--- config.mk ---
export PLATFORM = sky130hd
export DESIGN_NAME = bcd_timer
export DESIGN_NICKNAME = d
export VERILOG_FILES = /design/src/rtl/bcd_timer.sv
export SDC_FILE = /design/constraint.sdc
export NUM_CORES = 1
export LEC_CHECK = 0
export CORE_UTILIZATION = 58
export DETAILED_ROUTE_END_ITERATION = 16
export PLACE_DENSITY = 0.82
export REMOVE_ABC_BUFFERS = 1
export SLEW_MARGIN = 20
export SYNTH_ARGS = -nofsm -noshare
export SYNTH_HDL_FRONTEND = slang
export SYNTH_SLANG_ARGS = --single-unit
--- constraint.sdc ---
create_clock -name in_clock -period 6.7 [get_ports in_clock]
set_input_delay 1.005 -clock in_clock [delete_from_list [all_inputs] [get_ports in_clock]]
set_output_delay 1.005 -clock in_clock [all_outputs]
set_load 0.02 [all_outputs]
--- src/rtl/bcd_timer.sv ---
// rtl/bcd_timer.sv - MM:SS BCD up/down timer with adjust, lap freeze and multiplexed 4-digit display.
module bcd_timer #(
  parameter int TICK_DIV  = 100000000,
  parameter int ADJ_DIV   = 50000000,
  parameter int SCAN_DIV  = 100000,
  parameter int BLINK_DIV = 25000000,
  parameter int MIN_MAX   = 99
) (
  input  logic       in_clock,
  input  logic       in_reset_n,
  input  logic       in_start_stop,
  input  logic       in_clear,
  input  logic       in_lap,
  input  logic       in_mode_down,
  input  logic       in_adjust,
  input  logic       in_select,
  output logic [7:0] out_seg,
  output logic [3:0] out_an,
  output logic       out_running,
  output logic       out_expired,
  output logic       out_lap
);

  localparam int TW = (TICK_DIV  > 1) ? $clog2(TICK_DIV)  : 1;
  localparam int AW = (ADJ_DIV   > 1) ? $clog2(ADJ_DIV)   : 1;
  localparam int SW = (SCAN_DIV  > 1) ? $clog2(SCAN_DIV)  : 1;
  localparam int BW = (BLINK_DIV > 1) ? $clog2(BLINK_DIV) : 1;
  localparam logic [7:0] MM_BCD  = 8'(((MIN_MAX / 10) << 4) | (MIN_MAX % 10));
  localparam logic [7:0] SEC_MAX = 8'h59;

  typedef enum logic [1:0] {ST_STOPPED, ST_RUNNING, ST_EXPIRED} state_t;

  state_t          r_state, w_state_nxt;
  logic [7:0]      r_min, r_sec, w_min_nxt, w_sec_nxt;
  logic [TW-1:0]   r_tick_cnt, w_tick_nxt;
  logic [AW-1:0]   r_adj_cnt, w_adj_nxt;
  logic [SW-1:0]   r_scan_cnt;
  logic [BW-1:0]   r_blink_cnt;
  logic [1:0]      r_scan_idx;
  logic            r_blink;
  logic            r_lap, w_lap_nxt;
  logic [15:0]     r_lap_val, w_lapv_nxt;
  logic            r_expired;
  logic [7:0]      r_seg;
  logic [3:0]      r_an;
  logic            w_tick, w_adj_term, w_blank;
  logic [15:0]     w_disp;
  logic [3:0]      w_digit;

  function automatic logic [7:0] bcd_inc(input logic [7:0] v, input logic [7:0] lim);
    if (v == lim) return 8'h00;
    if (v[3:0] == 4'd9) return {v[7:4] + 4'd1, 4'd0};
    return {v[7:4], v[3:0] + 4'd1};
  endfunction

  function automatic logic [7:0] bcd_dec(input logic [7:0] v, input logic [7:0] lim);
    if (v == 8'h00) return lim;
    if (v[3:0] == 4'd0) return {v[7:4] - 4'd1, 4'd9};
    return {v[7:4], v[3:0] - 4'd1};
  endfunction

  function automatic logic [7:0] seg_code(input logic [3:0] d);
    case (d)
      4'd0: return 8'hC0;
      4'd1: return 8'hF9;
      4'd2: return 8'hA4;
      4'd3: return 8'hB0;
      4'd4: return 8'h99;
      4'd5: return 8'h92;
      4'd6: return 8'h82;
      4'd7: return 8'hF8;
      4'd8: return 8'h80;
      4'd9: return 8'h90;
      default: return 8'hFF;
    endcase
  endfunction

  assign w_tick     = (r_state == ST_RUNNING) && (r_tick_cnt == TW'(TICK_DIV - 1));
  assign w_adj_term = (r_adj_cnt == AW'(ADJ_DIV - 1));

  always_ff @(posedge in_clock or negedge in_reset_n) begin
    if (!in_reset_n) r_state <= ST_STOPPED;
    else             r_state <= w_state_nxt;
  end

  // Tick is resolved first so a start_stop on a terminal-count cycle acts on the post-tick state.
  always_comb begin
    w_state_nxt = r_state;
    w_min_nxt   = r_min;
    w_sec_nxt   = r_sec;
    w_tick_nxt  = r_tick_cnt;
    w_adj_nxt   = '0;
    w_lap_nxt   = r_lap;
    w_lapv_nxt  = r_lap_val;
    if (in_clear) begin
      w_state_nxt = ST_STOPPED;
      w_min_nxt   = 8'h00;
      w_sec_nxt   = 8'h00;
      w_tick_nxt  = '0;
      w_lap_nxt   = 1'b0;
    end else if (in_adjust) begin
      w_state_nxt = ST_STOPPED;
      w_adj_nxt   = w_adj_term ? '0 : r_adj_cnt + AW'(1);
      if (w_adj_term) begin
        if (in_select) w_sec_nxt = bcd_inc(r_sec, SEC_MAX);
        else           w_min_nxt = bcd_inc(r_min, MM_BCD);
      end
    end else begin
      if (r_state == ST_RUNNING) w_tick_nxt = w_tick ? '0 : r_tick_cnt + TW'(1);
      if (w_tick) begin
        if (in_mode_down) begin
          w_sec_nxt = bcd_dec(r_sec, SEC_MAX);
          if (r_sec == 8'h00) w_min_nxt = bcd_dec(r_min, MM_BCD);
          if (w_sec_nxt == 8'h00 && w_min_nxt == 8'h00) w_state_nxt = ST_EXPIRED;
        end else begin
          w_sec_nxt = bcd_inc(r_sec, SEC_MAX);
          if (r_sec == SEC_MAX) w_min_nxt = bcd_inc(r_min, MM_BCD);
        end
      end
      if (in_start_stop) begin
        case (w_state_nxt)
          ST_STOPPED: if (!(in_mode_down && r_min == 8'h00 && r_sec == 8'h00)) w_state_nxt = ST_RUNNING;
          default:    w_state_nxt = ST_STOPPED;
        endcase
      end else if (in_lap && r_state == ST_RUNNING) begin
        w_lap_nxt = !r_lap;
        if (!r_lap) w_lapv_nxt = {r_min, r_sec};
      end
    end
  end

  assign w_disp = r_lap ? r_lap_val : {r_min, r_sec};

  always_comb begin
    w_digit = 4'd0;
    case (r_scan_idx)
      2'd0: w_digit = w_disp[15:12];
      2'd1: w_digit = w_disp[11:8];
      2'd2: w_digit = w_disp[7:4];
      default: w_digit = w_disp[3:0];
    endcase
  end

  // Scan indices 2,3 are the seconds field.
  assign w_blank = !r_blink && ((r_state == ST_EXPIRED) ||
                   (in_adjust && (in_select ? r_scan_idx[1] : !r_scan_idx[1])));

  always_ff @(posedge in_clock or negedge in_reset_n) begin
    if (!in_reset_n) begin
      r_min       <= 8'h00;
      r_sec       <= 8'h00;
      r_tick_cnt  <= '0;
      r_adj_cnt   <= '0;
      r_scan_cnt  <= '0;
      r_blink_cnt <= '0;
      r_scan_idx  <= 2'd0;
      r_blink     <= 1'b1;
      r_lap       <= 1'b0;
      r_lap_val   <= 16'h0000;
      r_expired   <= 1'b0;
      r_seg       <= 8'hFF;
      r_an        <= 4'hF;
    end else begin
      r_min      <= w_min_nxt;
      r_sec      <= w_sec_nxt;
      r_tick_cnt <= w_tick_nxt;
      r_adj_cnt  <= w_adj_nxt;
      r_lap      <= w_lap_nxt;
      r_lap_val  <= w_lapv_nxt;
      r_expired  <= (w_state_nxt == ST_EXPIRED) && (r_state != ST_EXPIRED);
      if (r_scan_cnt == SW'(SCAN_DIV - 1)) begin
        r_scan_cnt <= '0;
        r_scan_idx <= r_scan_idx + 2'd1;
      end else begin
        r_scan_cnt <= r_scan_cnt + SW'(1);
      end
      if (r_blink_cnt == BW'(BLINK_DIV - 1)) begin
        r_blink_cnt <= '0;
        r_blink     <= !r_blink;
      end else begin
        r_blink_cnt <= r_blink_cnt + BW'(1);
      end
      r_an  <= ~(4'b1000 >> r_scan_idx);
      r_seg <= w_blank ? 8'hFF : seg_code(w_digit);
    end
  end

  assign out_seg     = r_seg;
  assign out_an      = r_an;
  assign out_running = (r_state == ST_RUNNING);
  assign out_expired = r_expired;
  assign out_lap     = r_lap;

endmodule
Word-level counts from Yosys, hierarchy flattened. Memories as Yosys holds them, arrays and structs flattened. Index checks and enable logic that the tools add are counted.

Register bits: 146. Bits in latches: 0. Memory bits (writable): 0. Memory bits (read-only): 112. Word-level logic and storage cells: 224. Memories: 1.

$add $sub $neg: 13. Multipliers: 0. Div/mod/pow operators: 0. Order comparisons: 0. Equal/unequal tests: 21. Shift-type cells: 1. Multiplexer cells: 135. Bitwise gates (word level): 4. Reductions and logical operators: 33.

Memories: (name not given) (depth 16, bits a word 7, rd ports 1, clocked after Yosys merged registers in 0, write ports 0, line 63) `case (d)`.

Operator list (count): 8-bit 2-to-1 mux (43); 27-bit 2-to-1 mux (4); 26-bit 2-to-1 mux (3); 1-bit 2-to-1 mux (71); 8-bit logical NOT (4); 27-bit by 1-bit adder with 27-bit output, second input constant (1); 27-bit == test, second input constant (1); 26-bit by 1-bit adder with 26-bit output, second input constant (1); 26-bit == test, second input constant (1); 25-bit by 1-bit adder with 25-bit output, second input constant (1); 25-bit == test, second input constant (1); 25-bit 2-to-1 mux (1); 2-bit 2-to-1 mux (10); 17-bit by 1-bit adder with 17-bit output, second input constant (1); 17-bit == test, second input constant (1); 17-bit 2-to-1 mux (1); 4-bit by 1-bit adder with 4-bit output, second input constant (4); 16-bit 2-to-1 mux (1); 4-bit by 1-bit subtractor with 4-bit output, second input constant (4); 4-bit case mux with 3 select lines (1); 5-bit nonzero test (2); 4-bit == test, second input constant (2); 8-bit by 7-bit == test with 1-bit output, second input constant (1); 8-bit == test, second input constant (1); other kinds (24) (46).

Longest topological paths before layout.
Depth in word-level cells: 34. Gate-level depth with buffers: 10. Mapped depth without buffers: 10.

Worst setup path before layout. Ideal clock, no wire load.

Path type: input to register. Start point: in in_adjust. End point: reg r_tick_cnt[25]. Arrival: 2.336 ns. Data required time: 6.618 ns. Setup slack: 4.282 ns. Cell stages on the path: 6. Path buffers: 2. Path through: or3b_2 > clkbuf_1 > nor3_1 > buf_2 > a41oi_1 > a31oi_1.

Longest elaborated chain between the ends: 2.

RTL lines: start, declared (line 15) `input logic in_adjust,`; 2-bit inequality test (no line); 2-bit AND reduction (no line); end signal, assigned (line 166) `r_tick_cnt <= w_tick_nxt;`; end, declared (line 35) `logic [TW-1:0] r_tick_cnt, w_tick_nxt;`.

No other way between the ends. A chain may end at the register's enable or synchronous reset.

Worst setup path in the final report.
Start point: in in_adjust. End point: reg r_lap_val[3].

Longest elaborated chain between the ends: 2.

RTL lines: 1-bit NOT (no line); 4-bit AND reduction (no line); end signal, assigned (line 169) `r_lap_val <= w_lapv_nxt;`; end, declared (line 42) `logic [15:0] r_lap_val, w_lapv_nxt;`.

No other way between the ends.

==> flow_summary.ini <==
[clocking]
hold_buffers = 0
h-tree-depth = 4
cts_tree = yes
cts_buffer_depth = 2
cts_root_buf = clkbuf_16
ctsResizeCount = 0
clk_latency_ns = 0.43
cts_sinks = 145
post_cts_buffers = 0
cts_made_buffers = 17
clk_pin_slew_worst_paths_ns = 0.06

[synth]
synth_top_family_by_area = simple AND/OR/NAND/NOR gates
syn_avg_cell_area_um2 = 9.52
synth.distinct_cells = 74
synth_common_cells = dfrtp_1 (133), nor2_1 (94), nand2_1 (71)
synthMostInstantiatedCell = dfrtp_1
syn_inst = 854
async_flop_share_pct = 100
synth_top_area_share_pct = 40.9
syn_area_um2 = 8130
synth_area_leaders = dfrtp_1 (41%), nor2_1 (4.3%), ha_1 (4.2%), xor2_1 (4.1%), dfstp_2 (3.9%)
seq_area_frac_synth_pct = 44.8
synth_fa_ha_area_share_pct = 4.15
yosys_warnings = 0
synth_edf_count = 0
synthMuxAreaShare_pct = 3.54
yosys.area_share.simple_pct = 24.3
synth_compound_area_share_pct = 12.5
synthXorXnorAreaFrac_pct = 7.76
ys_seq_elements = 145
ys.flop_type = dfrtp_1
synth_area_leader_cell = dfrtp_1

[global_routing]
grt_util_met2_pct = 42.2
grt_pass1_vias = 6360
grt.met1_usage_pct = 35.5
grtUsageTotal_pct = 26.6
grt_pass1_wl_um = 30700
grt_max_degree = 76
antenna_found_initial = 0
gr-total-overflow = 0
use_met3_pct = 5.33
grt.busiest_layer = met2

[critical_path]
reg2reg_depth = 5
criticalPathCategory = input port to register
cp_data_arrival_time_ns = 3.91
cp_max_fo = 27
start_kind = input port
end_kind = register
reg2reg_from = r_state[1]
startpoint = in_adjust
required_ns = 7.01

[hold_path]
hold_start = r_lap_val[8]
min_path_cells = 2
min_path_type = register to register

[placed_design]
place_area_um2 = 8440
port_buffers = 21
place_congestion = 0.900
dp_hpwl_um = 11200

[die]
die_h_um = 120
fp.dieW_um = 120
die-area_um2 = 14500
rows = 42
design.core.area_um2 = 13500
initial_utilization_pct = 60.4
io_pins = 23

[sta]
slew_viol_final = 0
fin_skew_ns = 0.00886
tightest_slew_ns = 0.993
slew_headroom_pct = 33.6
hold_viol = 0
holdWs_ns = 0.480
fmax_ghz = 0.278
period_needed_ns = 3.60
finalSetupViolCount = 0
period_share_pct = 53.7
fin_setup_tns_ns = 0
rsz0062_at_grt = false

[layout]
fin_nets = 898
syn_to_final_growth_pct = 11.8
fin_area_um2 = 9090
drive_gt1_share_pct = 8.68
diodes = 0

[pwr]
swShare_pct = 21.2
p_int_mw = 1.57
p_leak_nw = 3.83
switchingPower_mw = 0.423
clockPowerShare_pct = 51.0
power_frac_comb_pct = 4.5
seq_power_share_pct = 44.5
ir_drop_mv = 0.189
powerDensity_nw_per_um2 = 219

[routing]
drc_errors = 0
wl_per_cell_um = 16.7
drtIter0Drc = 541
wl_um = 17600
viasPerCell = 6.12
final_antenna_net_count = 0
drtPass1Iterations = 5
num_vias = 6443

[run]
maxCapViolations = 0

[run_status]
status = complete, no violations
[critical path, cell delays in order]
cell and delay [ns]:
clkdlybuf4s50_1 0.70, nor2b_1 0.83, nand3b_1 0.25, or3_1 0.70, mux2_2 0.40
[through the flow]
step | utilization, % | instances | total power [mW] | setup WS (ns)
6_report | 67.6 | 1052 | 1.99 | 3.10
5_1_grt | 67.6 | 1052 | 2.06 | 2.88
4_1_cts | 67.5 | 1052 | 2.01 | 3.13
3_5_place_dp | 62.8 | 1020 | 0.990 | 2.72
3_3_place_gp | 62.8 | 1020 | 0.989 | 2.82
2_1_floorplan | - | 819 | 0.944 | 4.07
[registers in the layout, indices dropped and copies added, names as in the netlist]
signal	cells
r_sec	8
r_tick_cnt	27
r_lap_val	16
out_seg	7
out_expired	1
r_min	8
out_an	4
r_scan_idx	2
r_state	2
r_adj_cnt	26
r_blink_cnt	25
r_blink	1
out_lap	1
r_scan_cnt	17
[cell families after synthesis]
kind of cell / count (synthesis)
simple gates: 369
buf+inv: 59
fa+ha+maj: 27
other cells: 1
mux: 28
xor+xnor: 72
flops: 145
compound gates: 153
[worst paths after layout]
kind                                  end  slack (ns)
min                          r_lap_val[8]        0.48
max in group asynchronous  r_scan_cnt[11]        4.75
max                          r_lap_val[3]        3.10
max reg2reg                  r_lap_val[3]        3.79
min reg2reg                  r_lap_val[8]        0.48
min in group asynchronous   r_adj_cnt[13]        0.58
[final cells by class]
type / instances / area (µm²)
Sequential cell: 145 / 3640
Timing Repair Buffer: 25 / 241
Fill cell: 1047 / 4360
Tap cell: 176 / 220
Inverter: 24 / 90.1
Clock inverter: 10 / 156
Clock buffer: 22 / 484
Multi-Input combinational cell: 650 / 4250
[layer usage]
layer | up-vias | part of all wire (%)
met1 | 3150 | 44
met3 | 49 | 4.1
met4 | 0 | 2.9
met5 | - | 0
met2 | 174 | 49
li1 | 3070 | -
[power groups by stage]
stage          logic [mW]  clock network, mW  registers (mW)
3_5_place_dp       0.0889                  0           0.901
5_1_grt            0.0997               1.07           0.886
2_1_floorplan      0.0402                  0           0.904
4_1_cts            0.0898               1.03           0.886
3_3_place_gp       0.0880                  0           0.901
6_report           0.0893               1.02           0.886
[layout by cell type, fill, tap and decap left out, types with 5 or more instances in the layout]
cell type	netlist	final
a21oi_1	33	33
a31oi_1	8	8
a32oi_1	5	5
and3_1	22	22
and4_1	10	10
clkbuf_16	0	17
clkdlybuf4s50_1	0	20
dfrtp_1	133	133
dfstp_2	12	12
ha_1	27	27
inv_1	24	24
mux2_2	6	6
mux2i_1	22	22
nand2_1	71	71
nand2b_1	9	9
nand3_1	45	45
nand3b_1	7	7
nand4_1	20	20
nor2_1	94	93
nor2b_1	11	11
nor3_1	27	26
nor4_1	6	6
nor4b_1	7	7
o211ai_1	6	6
o21ai_0	47	47
o31ai_1	7	7
or3_1	10	10
xnor2_1	34	34
xor2_1	38	38
Power figures use the tool's default switching activity.
